## src/rtl/reset_seq_pkg.sv

```systemverilog
// Shared types and default sizing for the reset sequencer.
package reset_seq_pkg;

    // Global sequence phases.
    typedef enum logic [1:0] {
        ASSERT  = 2'd0,
        RELEASE = 2'd1,
        DONE    = 2'd2
    } seq_state_t;

    localparam int DEF_NUM_CH         = 4;
    localparam int DEF_HOLD_CYCLES    = 4;
    localparam int DEF_STAGGER_CYCLES = 2;

    // Width of the shared and local cycle counters.
    function automatic int cnt_width(input int hold_cycles, input int stagger_cycles);
        int m;
        m = (hold_cycles > stagger_cycles) ? hold_cycles : stagger_cycles;
        return $clog2(m) + 1;
    endfunction

endpackage

```

## src/rtl/rst_hold_ctr.sv

```systemverilog
// Per-channel local reset hold: stays high while req is high, then
// for HOLD_CYCLES more edges once req has fallen.
module rst_hold_ctr #(
    parameter int HOLD_CYCLES = 4,
    parameter int CNT_W       = $clog2(HOLD_CYCLES) + 1
) (
    input  logic clk,
    input  logic reset_n,
    input  logic clear,
    input  logic req,
    output logic hold,
    output logic idle
);

    logic             hold_r = 1'b0;
    logic [CNT_W-1:0] lcnt   = '0;

    // Hold register and countdown; a re-request restarts the count from zero.
    always_ff @(posedge clk) begin
        if (!reset_n || clear) begin
            hold_r <= 1'b0;
            lcnt   <= '0;
        end else if (req) begin
            hold_r <= 1'b1;
            lcnt   <= '0;
        end else if (hold_r) begin
            if (lcnt == CNT_W'(HOLD_CYCLES - 1)) begin
                hold_r <= 1'b0;
                lcnt   <= '0;
            end else begin
                lcnt <= lcnt + CNT_W'(1);
            end
        end
    end

    assign hold = hold_r;
    assign idle = ~hold_r;

endmodule

```

## src/rtl/reset_sequencer.sv

```systemverilog
// Global reset sequencer: holds all channels in reset, then releases them
// one by one in ascending order; afterwards each channel can be locally
// re-held through its own rst_hold_ctr.
module reset_sequencer
    import reset_seq_pkg::*;
#(
    parameter int NUM_CH         = DEF_NUM_CH,
    parameter int HOLD_CYCLES    = DEF_HOLD_CYCLES,
    parameter int STAGGER_CYCLES = DEF_STAGGER_CYCLES
) (
    input  logic              clk,
    input  logic              reset_n,
    input  logic              soft_req,
    input  logic [NUM_CH-1:0] ch_req,
    output logic [NUM_CH-1:0] rst_out,
    output logic              done
);

    localparam int CNT_W = cnt_width(HOLD_CYCLES, STAGGER_CYCLES);
    localparam int IDX_W = $clog2(NUM_CH) + 1;

    seq_state_t        state  = ASSERT;
    logic [CNT_W-1:0]  cnt    = '0;
    logic [IDX_W-1:0]  idx    = '0;
    logic [NUM_CH-1:0] mask   = '1;
    logic              done_r = 1'b0;

    seq_state_t        state_n;
    logic [CNT_W-1:0]  cnt_n;
    logic [IDX_W-1:0]  idx_n;
    logic [NUM_CH-1:0] mask_n;
    logic              done_n;

    logic              in_done;
    logic [NUM_CH-1:0] hold_vec;
    logic [NUM_CH-1:0] unused_idle;

    // Sequencer registers; reset_n forces the power-up state.
    always_ff @(posedge clk) begin
        if (!reset_n) begin
            state  <= ASSERT;
            cnt    <= '0;
            idx    <= '0;
            mask   <= '1;
            done_r <= 1'b0;
        end else begin
            state  <= state_n;
            cnt    <= cnt_n;
            idx    <= idx_n;
            mask   <= mask_n;
            done_r <= done_n;
        end
    end

    // Next-state logic: hold, then staggered releases, soft_req restarts.
    always_comb begin
        state_n = state;
        cnt_n   = cnt;
        idx_n   = idx;
        mask_n  = mask;
        done_n  = done_r;
        if (soft_req) begin
            state_n = ASSERT;
            cnt_n   = '0;
            idx_n   = '0;
            mask_n  = '1;
            done_n  = 1'b0;
        end else begin
            unique case (state)
                ASSERT: begin
                    if (cnt == CNT_W'(HOLD_CYCLES - 1)) begin
                        mask_n[0] = 1'b0;
                        cnt_n     = '0;
                        if (NUM_CH == 1) begin
                            state_n = DONE;
                            done_n  = 1'b1;
                        end else begin
                            state_n = RELEASE;
                            idx_n   = IDX_W'(1);
                        end
                    end else begin
                        cnt_n = cnt + CNT_W'(1);
                    end
                end
                RELEASE: begin
                    if (cnt == CNT_W'(STAGGER_CYCLES - 1)) begin
                        for (int i = 0; i < NUM_CH; i++) begin
                            if (idx == IDX_W'(i)) begin
                                mask_n[i] = 1'b0;
                            end
                        end
                        cnt_n = '0;
                        if (idx == IDX_W'(NUM_CH - 1)) begin
                            state_n = DONE;
                            done_n  = 1'b1;
                        end else begin
                            idx_n = idx + IDX_W'(1);
                        end
                    end else begin
                        cnt_n = cnt + CNT_W'(1);
                    end
                end
                DONE: begin
                    state_n = DONE;
                end
                default: begin
                    state_n = ASSERT;
                    cnt_n   = '0;
                    idx_n   = '0;
                    mask_n  = '1;
                    done_n  = 1'b0;
                end
            endcase
        end
    end

    // Local holds only run once the global sequence has finished; leaving
    // DONE (soft_req) discards anything in progress.
    assign in_done = (state == DONE);

    for (genvar g = 0; g < NUM_CH; g++) begin : g_hold
        rst_hold_ctr #(
            .HOLD_CYCLES(HOLD_CYCLES),
            .CNT_W      (CNT_W)
        ) u_hold (
            .clk    (clk),
            .reset_n(reset_n),
            .clear  (soft_req | ~in_done),
            .req    (ch_req[g] & in_done),
            .hold   (hold_vec[g]),
            .idle   (unused_idle[g])
        );
    end

    assign rst_out = mask | hold_vec;
    assign done    = done_r;

endmodule

```

## config.mk

```make
export PLATFORM = sky130hd
export DESIGN_NAME = reset_sequencer
export DESIGN_NICKNAME = d
export VERILOG_FILES = /design/src/rtl/reset_seq_pkg.sv /design/src/rtl/rst_hold_ctr.sv /design/src/rtl/reset_sequencer.sv
export SDC_FILE = /design/constraint.sdc
export NUM_CORES = 1
export LEC_CHECK = 0
export CAP_MARGIN = 10
export CORE_ASPECT_RATIO = 0.9
export CORE_UTILIZATION = 55
export DETAILED_ROUTE_END_ITERATION = 16
export PLACE_DENSITY = 0.76
export SLEW_MARGIN = 10
export SYNTH_ARGS = -nofsm -noshare
export SYNTH_HDL_FRONTEND = slang
export SYNTH_SLANG_ARGS = --single-unit
```

## constraint.sdc

```tcl
create_clock -name clk -period 4.1 [get_ports clk]
set_input_delay 0.82 -clock clk [delete_from_list [all_inputs] [get_ports clk]]
set_output_delay 0.82 -clock clk [all_outputs]
set_load 0.005 [all_outputs]
```

After elaboration in Yosys (flattened, before gate mapping):

Cells that the tools add are included.

* logic and storage cells: 103
* input bits: 7
* register bits after elaboration: 29

* eq/ne operators: 18
* reductions and logical operators: 16
* add/sub/neg operators: 6
* mux-type cells: 38
* bitwise operators: 9

Operators with widths (count)
* 2-to-1 mux 3 bit: 9
* equality test 3 x 2 -> 1 bit, second input constant: 7
* 2-to-1 mux 1 bit: 19
* adder 3 x 1 -> 3 bit, second input constant: 6
* one-hot mux 3 bit (3 select lines): 2
* inequality test 2 bit, second input constant: 7
* AND reduction 3 bit: 4
* OR reduction 2 bit: 6
* AND reduction 4 bit: 2
* equality test 3 x 1 -> 1 bit, second input constant: 2
* 2-to-1 mux 2 bit: 3
* one-hot mux 2 bit (3 select lines): 1
* one-hot mux 3 bit (2 select lines): 1
* bitwise AND 1 bit: 4
* 2-to-1 mux 4 bit: 1
* OR 4 bit: 1
* zero test 3 bit: 1
* NOT 1 bit: 3
* one-hot mux 1 bit (3 select lines): 1
* equality test 2 x 1 -> 1 bit, second input constant: 1
* equality test 2 bit, second input constant: 1
* zero test 2 bit: 1
* one-hot mux 1 bit (2 select lines): 1
* zero test 1 bit: 1
* 2 further kinds: 2

Depth between registers and ports, before layout:

* depth after elaboration: 5
* depth in mapped cells: 6
* depth with buffers taken out: 6

Modules after synthesis:

A second synthesis with hierarchy kept.

* cells, all modules: 168
* area, all modules: 1511.4 sq um

By module, submodules not included
* reset_sequencer: sequential area each 260.2 sq um, area each 830.8 sq um, cells each 96, instances 1
* rst_hold_ctr: sequential area each 80.1 sq um, area each 170.2 sq um, cells each 18, instances 4

Worst setup path before layout:

Ideal clock, no wire load.

* path kind: input to register
* from: input port reset_n
* to: register g_hold[0].u_hold.lcnt[0]
* required time: 3.970 ns
* slack: 2.506 ns
* data arrival time: 1.464 ns
* cell stages on the path: 4
* buffers on the path: 1
* library setup time: 0.130 ns
* cell sequence: nor2b_1 -> nand2_1 -> clkbuf_1 -> nor3_1

* cells in the longest elaborated chain, start to end: 3

Ends and longest elaborated chain
* start: declaration: RTL line reset_sequencer.sv:12 `input logic reset_n,`
* zero test 1 bit: RTL line rst_hold_ctr.sv:20 `if (!reset_n || clear) begin`
* logical OR 1 bit: RTL line rst_hold_ctr.sv:20
* OR reduction 2 bit (no line)
* end signal: assignment: RTL line rst_hold_ctr.sv:31 `lcnt <= lcnt + CNT_W'(1);`
* end: declaration: RTL line rst_hold_ctr.sv:16 `logic [CNT_W-1:0] lcnt = '0;`

Every way passes these cells.
A chain may end at the register's enable or synchronous reset.

Worst setup path after layout:

* from: register g_hold[1].u_hold.hold_r
* to: output port rst_out[1]

* cells in the longest elaborated chain, start to end: 1

Ends and longest elaborated chain
* start: declaration: RTL line rst_hold_ctr.sv:15 `logic hold_r = 1'b0;`
* start signal: assignment: RTL line rst_hold_ctr.sv:21 `hold_r <= 1'b0;`
* start signal: assignment: RTL line rst_hold_ctr.sv:24 `hold_r <= 1'b1;`
* start signal: assignment: RTL line rst_hold_ctr.sv:28 `hold_r <= 1'b0;`
* OR 4 bit: RTL line reset_sequencer.sv:135 `assign rst_out = mask | hold_vec;`
* end: declaration: RTL line reset_sequencer.sv:15 `output logic [NUM_CH-1:0] rst_out,`

Every way passes these cells.

==> results.yml <==
clock_tree:
  htreeDepth: 2
  numCtsBuffers: 5
  clk_latency_ps: 320
  cts_tree: "yes"
  cts.sinks: 29
  cts_root_buffer: "clkbuf_4"
  clk_pin_slew_ps: 100
  clk_path_buf_depth: 2
  cts_setup_buffers: 0
  hold_buffers: 0
  cts_resized: 0
setup_path:
  path_class: "flip-flop to output port"
  crit_path_end_kind: "output port"
  worstPathArrival_ps: 1450
  critical_path_buf_inv_count: 1
  path_cells: "or2_2, clkdlybuf4s50_1"
  cp_top_family: "buffers and inverters"
  cp_slowest_cell: "clkdlybuf4s50_1"
  cp_max_fo: 7
  start_kind: "flip-flop"
  worst-endpoint-required_ps: 3280
  cpPeakStageDelay_ps: 440
routing:
  wirelength_mm: 2.419
  wl_met2_mm: 1.151
  post-route-drc-count: 0
  dr.first_iter.drc_count: 42
  wl_per_cell_um: 11.92
  wl_met3_um: 117
  vias: 1128
  viasPerCell: 5.557
  drt-pass1-iter-count: 4
  highest_layer: "met4"
  ant_nets: 0
  wl_met1_mm: 1.117
synthesis:
  synth_seq_cells: 29
  yosys.area.top_type: "dfxtp_1"
  synth.avg_cell_area_um2: 8.946
  ys_seq_area_frac: 0.4056
  async_reset_ff_frac: 0
  yosysUniqueCellTypes: 28
  synth_cells: 160
  netlist_top_cells_count: "dfxtp_1, nand2_1, ha_1"
  synth_most_common_cell: "dfxtp_1"
  ys_top_cells_by_area: "dfxtp_1, ha_1, nand2_1"
  synth_ff_type: "dfxtp_1"
  ys.warnings.count: 0
  synth_area_mm2: 0.001431
  synth_edf_count: 0
  synth_top_area_frac: 0.4056
  syn-num-nets: 183
global_route:
  grt_use_total: 0.2019
  grt-ovfl-total: 0
  grt_max_degree: 17
  antenna_found_initial: 0
  grt_pass1_vias: 1088
  grt_pass1_wl_mm: 4.333
floorplan:
  rows: 17
  dieWidth_um: 55.78
  core-area_mm2: 0.002467
  die-area_mm2: 0.002811
  start_util: 0.5801
  die_h_um: 50.40
  ioPinCount: 12
layout:
  antenna_cells: 0
  drive_above_1_share: 0.1086
  fin_util: 0.6734
  synthToLayoutAreaGrowth_pct: 16.08
  fin_nets: 197
pwr:
  comb_power_share: 0.033
  power_density_mw_per_mm2: 357.9
  power_frac_seq: 0.477
  p_int_uw: 481.2
  p_sw_uw: 113.5
  clockPowerShare: 0.491
  irDropWorstVdd_v: 0.0003626
  swShare: 0.1909
  power.leakage_nw: 0.6072
timing:
  hold_slack_ps: 434.5
  worstMarginPinSlew_ps: 651.0
  fmax_ghz: 0.4408
  timing.final.hold_violations: 0
  drv_slew: 0
  slew_headroom: 0.5623
  rsz0062_at_grt: "no"
  skew_ps: 8.482
  tns_ps: 0
  finalSetupViolCount: 0
  fin_crit_sh: 0.5533
  min_period_ps: 2269
placement:
  portBuffers: 11
  place_congestion: 0.7808
  dp_hpwl_mm: 1.804
run_status:
  outcome: "finished, final reports clean"
job:
  maxCapViolCount: 0
min_path:
  hold_path.class: "flip-flop to flip-flop"
## stage by stage
step,power (mW),setup slack (ps),area [µm²],instances
3_5_place_dp,0.3095,1828,1559,195
6_report,0.5947,1831,1662,203
2_1_floorplan,0.3000,2506,1431,160
4_1_cts,0.6003,1816,1662,203
3_3_place_gp,0.3090,1933,1559,195
5_1_grt,0.6137,1747,1662,203
## power groups by stage
stage               clock network (mW)  logic (mW)  registers [mW]
detailed placement                   0      0.0194           0.290
finish                           0.292      0.0194           0.284
CTS                              0.297      0.0196           0.284
floorplan                            0      0.0101           0.290
global route                     0.308      0.0214           0.284
global placement                     0      0.0189           0.290
## registers in the layout, summed over array words and instances (netlist names)
register	count
idx	3
g_hold.u_hold.lcnt	12
cnt	3
state	2
g_hold.u_hold.hold	4
mask	4
done	1
## final cells by class
| class | count | area [µm²] |
|---|---|---|
| fillers | 198 | 805.8 |
| multi-input cells | 117 | 795.8 |
| flip-flops and latches | 29 | 580.6 |
| repair buffers | 11 | 110.1 |
| clock inverters | 3 | 65.06 |
| clock buffers | 5 | 37.54 |
| inverters | 10 | 37.54 |
| well taps | 28 | 35.03 |
## cells by family (layout without fill, tap and decap cells)
kind of cell               count (synthesis)  count (layout)  synth area share
and+or+nand+nor                           64              64            0.2325
buffers and inverters                     14              29           0.03846
muxes                                      4               4           0.03147
AOI/OAI and AO/OA                         33              33            0.1521
DFF                                       29              29            0.4056
adders and majority gates                 16              16            0.1399
## routing by layer
layer,vias to the layer above,global-route usage
li1,580,-
met1,521,0.2168
met2,23,0.3474
met3,4,0.07990
met4,0,0.1000
met5,-,0
## layout by cell type (no fill, tap or decap)
master,n
o21a_1,1
nor2b_1,5
dfxtp_1,29
clkinv_2,1
a21o_1,5
o21ai_0,2
nor2_1,6
nand2b_4,1
clkdlybuf4s50_1,11
bufinv_16,2
nand3b_1,1
a21oi_1,13
o31ai_1,2
or2_2,4
a211oi_4,1
nor2b_4,1
a31oi_1,5
nand3_1,5
or3_1,2
nand2b_1,6
inv_1,10
nand4b_1,1
nor3_1,12
ha_1,16
mux2_2,4
a311oi_1,1
clkbuf_4,5
nand2_1,20
a211oi_1,3
## path summary, 6_finish.rpt
| path | slack (ps) | depth (start not counted) | start | to |
|---|---|---|---|---|
| worst min register to register | 430 | 2 | g_hold[0].u_hold.lcnt[2]$_SDFFE_PP0P_ | g_hold[0].u_hold.lcnt[2]$_SDFFE_PP0P_ |
| worst min-delay path | 430 | 2 | g_hold[0].u_hold.lcnt[2]$_SDFFE_PP0P_ | g_hold[0].u_hold.lcnt[2]$_SDFFE_PP0P_ |
| worst max-delay path | 1830 | 2 | g_hold[1].u_hold.hold$_SDFF_PP0_ | rst_out[1] |
| worst max register to register | 2370 | 5 | state[1]$_SDFFE_PP0P_ | mask[2]$_SDFFE_PP1P_ |
## worst reg2reg max path, cell delays in order (launching register included)
cell	delay (ps)
dfxtp_1	360
inv_1	80
ha_1	360
a211oi_1	500
nand3_1	140
a21o_1	190
Power figures use the tool's default switching activity.
